### src/rtl/riscv_wb_arbiter.sv
// riscv_wb_arbiter: merges the ALU writeback stream and the load-response
// writeback stream onto the single register-file write port.
// Each source has one holding register. Grants are made from the holders,
// and the register-file outputs are registered.
// Optional feature: define WB_ARB_FAIR_EN to replace fixed mem priority with
// round-robin arbitration. Same-rd ordering by age still overrides it.

package riscv_wb_arbiter_pkg;
   typedef enum logic {
      WB_ALU = 1'b0,
      WB_MEM = 1'b1
   } wb_sel_t;
endpackage

module riscv_wb_arbiter
   import riscv_wb_arbiter_pkg::*;
#(
   parameter int WORD_LENGTH = 32,
   parameter int REG_ADDR_W  = 5
) (
   input  logic                   clk,
   input  logic                   rst_n,
   input  logic                   alu_valid,
   input  logic [REG_ADDR_W-1:0]  alu_rd,
   input  logic [WORD_LENGTH-1:0] alu_data,
   output logic                   alu_ready,
   input  logic                   mem_valid,
   input  logic [REG_ADDR_W-1:0]  mem_rd,
   input  logic [WORD_LENGTH-1:0] mem_data,
   output logic                   mem_ready,
   output logic                   rf_we,
   output logic [REG_ADDR_W-1:0]  rf_waddr,
   output logic [WORD_LENGTH-1:0] rf_wdata,
   output wb_sel_t                wb_sel,
   output logic [1:0]             pending
);

   // holding registers, one per source
   logic                   r_alu_v;
   logic [REG_ADDR_W-1:0]  r_alu_rd;
   logic [WORD_LENGTH-1:0] r_alu_data;
   logic                   r_mem_v;
   logic [REG_ADDR_W-1:0]  r_mem_rd;
   logic [WORD_LENGTH-1:0] r_mem_data;
   // 1: the ALU entry was loaded before the mem entry
   logic                   r_alu_older;
`ifdef WB_ARB_FAIR_EN
   // 1: the last granted write came from the mem path
   logic                   r_last_mem;
`endif

   logic                   r_rf_we;
   logic [REG_ADDR_W-1:0]  r_rf_waddr;
   logic [WORD_LENGTH-1:0] r_rf_wdata;
   wb_sel_t                r_wb_sel;

   logic                   w_gnt_alu;
   logic                   w_gnt_mem;
   logic                   w_alu_acc;
   logic                   w_mem_acc;
   logic [REG_ADDR_W-1:0]  w_gnt_rd;
   logic [WORD_LENGTH-1:0] w_gnt_data;
   logic                   w_wr;
   logic                   w_alu_keep;
   logic                   w_mem_keep;

   assign alu_ready  = !r_alu_v || w_gnt_alu;
   assign mem_ready  = !r_mem_v || w_gnt_mem;
   assign w_alu_acc  = alu_valid && alu_ready;
   assign w_mem_acc  = mem_valid && mem_ready;
   assign w_gnt_rd   = w_gnt_mem ? r_mem_rd : r_alu_rd;
   assign w_gnt_data = w_gnt_mem ? r_mem_data : r_alu_data;
   assign w_wr       = (w_gnt_alu || w_gnt_mem) && (w_gnt_rd != {REG_ADDR_W{1'b0}});
   // an entry that survives this edge without being replaced
   assign w_alu_keep = r_alu_v && !w_gnt_alu;
   assign w_mem_keep = r_mem_v && !w_gnt_mem;

   assign rf_we    = r_rf_we;
   assign rf_waddr = r_rf_waddr;
   assign rf_wdata = r_rf_wdata;
   assign wb_sel   = r_wb_sel;
   assign pending  = {1'b0, r_alu_v} + {1'b0, r_mem_v};

   // grant selection: same-rd age ordering first, then priority / round-robin
   always_comb begin
      w_gnt_alu = 1'b0;
      w_gnt_mem = 1'b0;
      if (r_alu_v && r_mem_v) begin
         if ((r_alu_rd == r_mem_rd) && (r_alu_rd != {REG_ADDR_W{1'b0}})) begin
            w_gnt_alu = r_alu_older;
            w_gnt_mem = !r_alu_older;
         end else begin
`ifdef WB_ARB_FAIR_EN
            w_gnt_alu = r_last_mem;
            w_gnt_mem = !r_last_mem;
`else
            w_gnt_mem = 1'b1;
`endif
         end
      end else if (r_alu_v) begin
         w_gnt_alu = 1'b1;
      end else if (r_mem_v) begin
         w_gnt_mem = 1'b1;
      end else begin
         w_gnt_alu = 1'b0;
         w_gnt_mem = 1'b0;
      end
   end

   // ALU holder: load on accept, clear when granted and not reloaded
   always_ff @(posedge clk or negedge rst_n) begin
      if (!rst_n) begin
         r_alu_v    <= 1'b0;
         r_alu_rd   <= {REG_ADDR_W{1'b0}};
         r_alu_data <= {WORD_LENGTH{1'b0}};
      end else if (w_alu_acc) begin
         r_alu_v    <= 1'b1;
         r_alu_rd   <= alu_rd;
         r_alu_data <= alu_data;
      end else if (w_gnt_alu) begin
         r_alu_v    <= 1'b0;
      end
   end

   // mem holder: load on accept, clear when granted and not reloaded
   always_ff @(posedge clk or negedge rst_n) begin
      if (!rst_n) begin
         r_mem_v    <= 1'b0;
         r_mem_rd   <= {REG_ADDR_W{1'b0}};
         r_mem_data <= {WORD_LENGTH{1'b0}};
      end else if (w_mem_acc) begin
         r_mem_v    <= 1'b1;
         r_mem_rd   <= mem_rd;
         r_mem_data <= mem_data;
      end else if (w_gnt_mem) begin
         r_mem_v    <= 1'b0;
      end
   end

   // age flag: a newly loaded entry is younger than one that stays held;
   // simultaneous loads make the ALU entry the older one
   always_ff @(posedge clk or negedge rst_n) begin
      if (!rst_n) begin
         r_alu_older <= 1'b0;
      end else if (w_alu_acc && w_mem_acc) begin
         r_alu_older <= 1'b1;
      end else if (w_alu_acc && w_mem_keep) begin
         r_alu_older <= 1'b0;
      end else if (w_mem_acc && w_alu_keep) begin
         r_alu_older <= 1'b1;
      end
   end

`ifdef WB_ARB_FAIR_EN
   // round-robin pointer: remembers the source of the last granted write
   always_ff @(posedge clk or negedge rst_n) begin
      if (!rst_n) begin
         r_last_mem <= 1'b0;
      end else if (w_wr) begin
         r_last_mem <= w_gnt_mem;
      end
   end
`endif

   // register-file write port; rd==0 grants are consumed silently
   always_ff @(posedge clk or negedge rst_n) begin
      if (!rst_n) begin
         r_rf_we    <= 1'b0;
         r_rf_waddr <= {REG_ADDR_W{1'b0}};
         r_rf_wdata <= {WORD_LENGTH{1'b0}};
         r_wb_sel   <= WB_ALU;
      end else if (w_wr) begin
         r_rf_we    <= 1'b1;
         r_rf_waddr <= w_gnt_rd;
         r_rf_wdata <= w_gnt_data;
         r_wb_sel   <= w_gnt_mem ? WB_MEM : WB_ALU;
      end else begin
         r_rf_we    <= 1'b0;
      end
   end

endmodule
### config.mk
export PLATFORM = sky130hd
export DESIGN_NAME = riscv_wb_arbiter
export DESIGN_NICKNAME = d
export VERILOG_FILES = /design/src/rtl/riscv_wb_arbiter.sv
export SDC_FILE = /design/constraint.sdc
export NUM_CORES = 1
export LEC_CHECK = 0
export CORE_UTILIZATION = 45
export CTS_CLUSTER_SIZE = 8
export DETAILED_ROUTE_END_ITERATION = 12
export MAX_ROUTING_LAYER = met4
export PLACE_DENSITY = 0.73
export SYNTH_ARGS = -nofsm -noshare
export SYNTH_HDL_FRONTEND = slang
export SYNTH_SLANG_ARGS = --single-unit
### constraint.sdc
create_clock -name clk -period 2.5 [get_ports clk]
set_clock_uncertainty 0.1 [all_clocks]
set_input_delay 0.5 -clock clk [delete_from_list [all_inputs] [get_ports clk]]
set_output_delay 0.5 -clock clk [all_outputs]
set_load 0.005 [all_outputs]
Yosys cells after proc, flatten, opt, wreduce, memory -nomap -nowiden. Cells that the tools add are included.

Add/subtract/negate cells: 1. $mul: 0. Div/mod/pow operators: 0. Magnitude comparators: 0. Equality and inequality tests: 1. Shifts and indexed selects: 0. Mux-type cells: 18. Bitwise operators: 0. Reductions and logical operators: 23.

Operator list (count): $mux W32 (1); $mux W1 (16); $logic_and A1 B1 Y1 (10); $reduce_bool A5 Y1 (2); $eq A5 B5 Y1 (1); $logic_not A1 Y1 (5); $mux W5 (1); $reduce_bool A2 Y1 (2); $logic_or A1 B1 Y1 (3); $reduce_bool A3 Y1 (1); $add A1 B1 Y2 (1).

Flip-flop bits (word level): 116. Latch bits: 0. Memory bits (writable): 0. Bits in read-only memories: 0. Bits of input ports: 78. Logic and storage cells: 54. Memories: 0.

Depth between registers and ports, before layout.
Depth after elaboration: 10. Mapped depth: 9. Depth with buffers taken out: 7.

Worst setup path after synthesis. OpenSTA, ideal clock, no wires.

Kind: register to register. Start: reg r_alu_v. End: reg r_mem_data[0]. Arrival time: 1940 ps. Data required time: 2275 ps. Slack: 335 ps. Cell stages (with the launch flop): 8. Clock period less this slack: 2165 ps. Cells stage by stage: dfrtp_1 -> ha_1 -> nor2_1 -> and2_1 -> a41oi_4 -> nand2_4 -> clkbuf_8 -> mux2_2.

Word-level cells in the longest chain between the ends: 4.

Ends and longest elaborated chain: from (decl) (line 39) `logic r_alu_v;`; from (signal assigned) (line 113) `r_alu_v <= 1'b0;`; from (signal assigned) (line 117) `r_alu_v <= 1'b1;`; from (signal assigned) (line 121) `r_alu_v <= 1'b0;`; $mux W1 / $logic_and A1 B1 Y1 (equally long branches) (line 100, 88); $mux W1 * (line 88) `if (r_alu_v && r_mem_v) begin`; $logic_or A1 B1 Y1 * (line 68) `assign mem_ready = !r_mem_v || w_gnt_mem;`; via mem_ready (line 30) `output logic mem_ready,`; $logic_and A1 B1 Y1 * (line 70) `assign w_mem_acc = mem_valid && mem_ready;`; to (signal assigned) (line 130) `r_mem_data <= {WORD_LENGTH{1'b0}};`; to (signal assigned) (line 134) `r_mem_data <= mem_data;`; to (decl) (line 44) `logic [WORD_LENGTH-1:0] r_mem_data;`.

Mark *: on every way through the listed nets, which the timed path passes. The rest lies on a longest branch. A chain may end at the register's enable or synchronous reset.

Final worst setup path.
Start: reg r_mem_rd[4]. End: out alu_ready.

Word-level cells in the longest chain between the ends: 5.

Ends and longest elaborated chain: from (decl) (line 43) `logic [REG_ADDR_W-1:0] r_mem_rd;`; from (signal assigned) (line 129) `r_mem_rd <= {REG_ADDR_W{1'b0}};`; from (signal assigned) (line 133) `r_mem_rd <= mem_rd;`; $eq A5 B5 Y1 (line 89) `if ((r_alu_rd == r_mem_rd) && (r_alu_rd != {REG_ADDR_W{1'b0}})) begin`; $logic_and A1 B1 Y1 (line 89); $mux W1 (line 89); $mux W1 (line 88); $logic_or A1 B1 Y1 (line 67) `assign alu_ready = !r_alu_v || w_gnt_alu;`; to (decl) (line 26) `output logic alu_ready,`.

Every way passes these cells.

==> results.json <==
{
  "status": "completed",
  "timing.rr.end": "r_mem_data[1]",
  "synth_area_mm2": 0.00494,
  "rsz0062_at_grt": "true",
  "ant_nets": 0,
  "die_height_um": 107,
  "ys_seq_area_frac": 0.587,
  "fin_crit_sh": 0.989,
  "cp_max_fo": 3,
  "globalRoute.totalOverflow": 0,
  "yosysWarnings": 0,
  "path_class": "reg -> out",
  "start_util": 0.472,
  "hpwl_mm": 7.18,
  "clkTransAtPathRegs_ns": 0.06,
  "wl_per_cell_um": 16.2,
  "cp.required_ns": 1.90,
  "ys.flop_type": "dfrtp_1",
  "numCtsBuffers": 17,
  "route.detailed.drc": 0,
  "first_pass_iters": 5,
  "grt_max_degree": 45,
  "hold_ws_ns": 0.378,
  "r2r_start": "r_mem_rd[4]",
  "yosys-top-cells-area": "dfrtp_1, mux2_2, mux2i_1, o21ai_0, nand2_1",
  "area_growth_pct": 43.9,
  "io_buffers": 120,
  "nFillCells": 793,
  "cts_tree": "yes",
  "antenna_found_initial": 0,
  "drive_above_1_share": 0.285,
  "core_area_mm2": 0.0105,
  "ys_ff_latch": 116,
  "maxCapViolCount": 0,
  "min_path_type": "reg -> reg",
  "slew-limit-headroom": 0.619,
  "grt_pass1_vias": 3627,
  "period_minus_slack_ns": 2.47,
  "htree_levels": 4,
  "diodes": 0,
  "dpl_cell_area_mm2": 0.00641,
  "max_freq_mhz": 405,
  "cts-root-buf": "clkbuf_8",
  "grt_pass1_wl_mm": 17.9,
  "setup_viol_count_final": 0,
  "die-area_mm2": 0.0114,
  "synth_cell_types": 36,
  "cts_sinks": 116,
  "synthArstFlopShare": 1.00,
  "synthCells": 370,
  "die_w_um": 107,
  "fin_nets": 596,
  "synth-edff-count": 0,
  "fp-row-count": 37,
  "gp_congestion": 0.849,
  "hold_viol": 0,
  "post-place-ws_ns": 0.0744,
  "vdd_drop_max_mv": 0.475,
  "powerDensity_mw_per_mm2": 1030,
  "drt-initial-drc-count": 84,
  "io_pins": 121,
  "tightest_slew_ns": 0.571,
  "r2r_cells": 9,
  "yosys.area.top_type": "dfrtp_1",
  "synth_fp_nets": 450,
  "wl_mm": 10.8,
  "arrival_ns": 1.87,
  "synth_top_area_frac": 0.587,
  "vias": 3346,
  "endpoint_kind": "output pin",
  "r2r_slack_ns": 0.25,
  "timing.final.max_slew_violations": 0,
  "p_leak_nw": 3.09,
  "crit_start": "r_mem_rd[4]",
  "grt.total_usage": 0.213,
  "worst_slack_ns": 0.0285,
  "start_kind": "flip-flop",
  "final_area_mm2": 0.00711,
  "setup.worst_path.end": "alu_ready",
  "clock_path_buffers": 2,
  "syn-mean-instance-area_um2": 13.4,
  "insertion_delay_ns": 0.50,
  "viasPerCell": 5.03
}
[power by group]
part	total (mW)	switching (mW)	leakage [nW]	internal, mW
clock	2.58	0.850	0.308	1.73
combinational	1.97	0.769	1.42	1.20
sequential	2.75	0.323	1.36	2.43
[layout by cell type (no fill, tap or decap), types with 2 or more instances in the layout]
master | synthesis | layout
nor2_1 | 5 | 4
a21oi_1 | 5 | 5
mux2_2 | 71 | 71
inv_1 | 5 | 5
or2_2 | 3 | 2
clkdlybuf4s50_1 | 0 | 116
clkbuf_16 | 0 | 16
buf_4 | 3 | 20
clkinv_4 | 0 | 3
mux2_4 | 3 | 3
nand2_1 | 43 | 43
o21ai_0 | 36 | 36
clkbuf_8 | 1 | 5
bufinv_16 | 0 | 4
mux2i_1 | 36 | 36
dfrtp_2 | 0 | 2
nand3_1 | 3 | 3
clkinvlp_4 | 0 | 2
xor2_1 | 4 | 4
buf_12 | 0 | 6
dfrtp_1 | 116 | 114
a221oi_1 | 2 | 2
[registers in the layout, summed over array words and instances, names as in the netlist]
name and flops:
r_mem_v 1, rf_wdata 32, wb_sel 1, r_mem_rd 5, r_alu_data 32, r_mem_data 32, rf_waddr 5, rf_we 1
r_alu_rd 5, r_alu_older 1, r_alu_v 1
[final cells by class]
cell class	instances	area, um2	area share
tap	136	170	0.0239
sequential	116	2910	0.409
multi-input combinational	230	1900	0.268
timing repair buffer	146	1470	0.206
inverter	5	18.8	0.00264
clock inverter	10	170	0.0239
clock buffer	22	473	0.0665
[how the worst min path moves through the flow]
| stage | startpoint | endpoint | slack (ns) | cells past startpoint |
|---|---|---|---|---|
| floorplan | rst_n | r_alu_data[0] | 0.10 | 0 |
| global route | rf_wdata[29] | rf_wdata[29] | 0.40 | 2 |
| CTS | rf_wdata[29] | rf_wdata[29] | 0.38 | 2 |
| detailed placement | rf_wdata[29] | rf_wdata[29] | 0.37 | 2 |
| global placement | rf_wdata[28] | rf_wdata[28] | 0.36 | 2 |
| finish | rf_wdata[29] | rf_wdata[29] | 0.38 | 2 |
[stage by stage]
stage	setup TNS (ns)	cells	utilization	total power [mW]
5_1_grt	-0.109	665	0.679	7.69
4_1_cts	0	665	0.679	7.37
3_3_place_gp	0	628	0.613	4.67
6_report	0	665	0.679	7.30
2_1_floorplan	0	370	-	3.65
3_5_place_dp	0	628	0.613	4.73
[worst max-delay path, cell delays in order (launching register included)]
cell     delay, ns
dfrtp_2       0.42
nor4_4        0.33
o21ai_2       0.09
and3_4        0.18
or2_4         0.24
buf_6         0.11
[kinds of logic after synthesis]
logic type,count (synthesis),synth area share
DFF,116,0.587
muxes,110,0.244
buffers and inverters,24,0.0329
adders and majority gates,2,0.00506
AOI/OAI and AO/OA,51,0.0638
and+or+nand+nor,63,0.0598
xor gates and xnor gates,4,0.00709
[Yosys cell counts (2+ instances only)]
cell type	n
a21oi_1	5
mux2_4	3
clkbuf_1	8
or2_2	3
ha_1	2
nor3_1	2
nand3_1	3
nor2_1	5
mux2_2	71
nand2_1	43
dfrtp_1	116
xor2_1	4
inv_1	5
o21ai_0	36
buf_8	3
buf_2	2
mux2i_1	36
buf_4	3
buf_6	2
a221oi_1	2
[metal layers]
layer / track usage / vias to the layer above / routed length, um
met5: - / - / 0
met4: 0.0871 / 0 / 156
met3: 0.0407 / 12 / 369
met2: 0.343 / 77 / 5470
met1: 0.266 / 1674 / 4800
li1: - / 1583 / -
[timing repair]
| action | CTS | global route |
|---|---|---|
| hold buffers | 1 | 0 |
| resized for setup | 16 | 0 |
| buffers inserted | 4 | 0 |
| pin swaps | 4 | 0 |
| hold endpoints to repair | 39 | 0 |
| cloned | 0 | 0 |
| setup endpoints to repair | 3 | 2 |
Note: power is estimated with default switching activity, not from simulation.
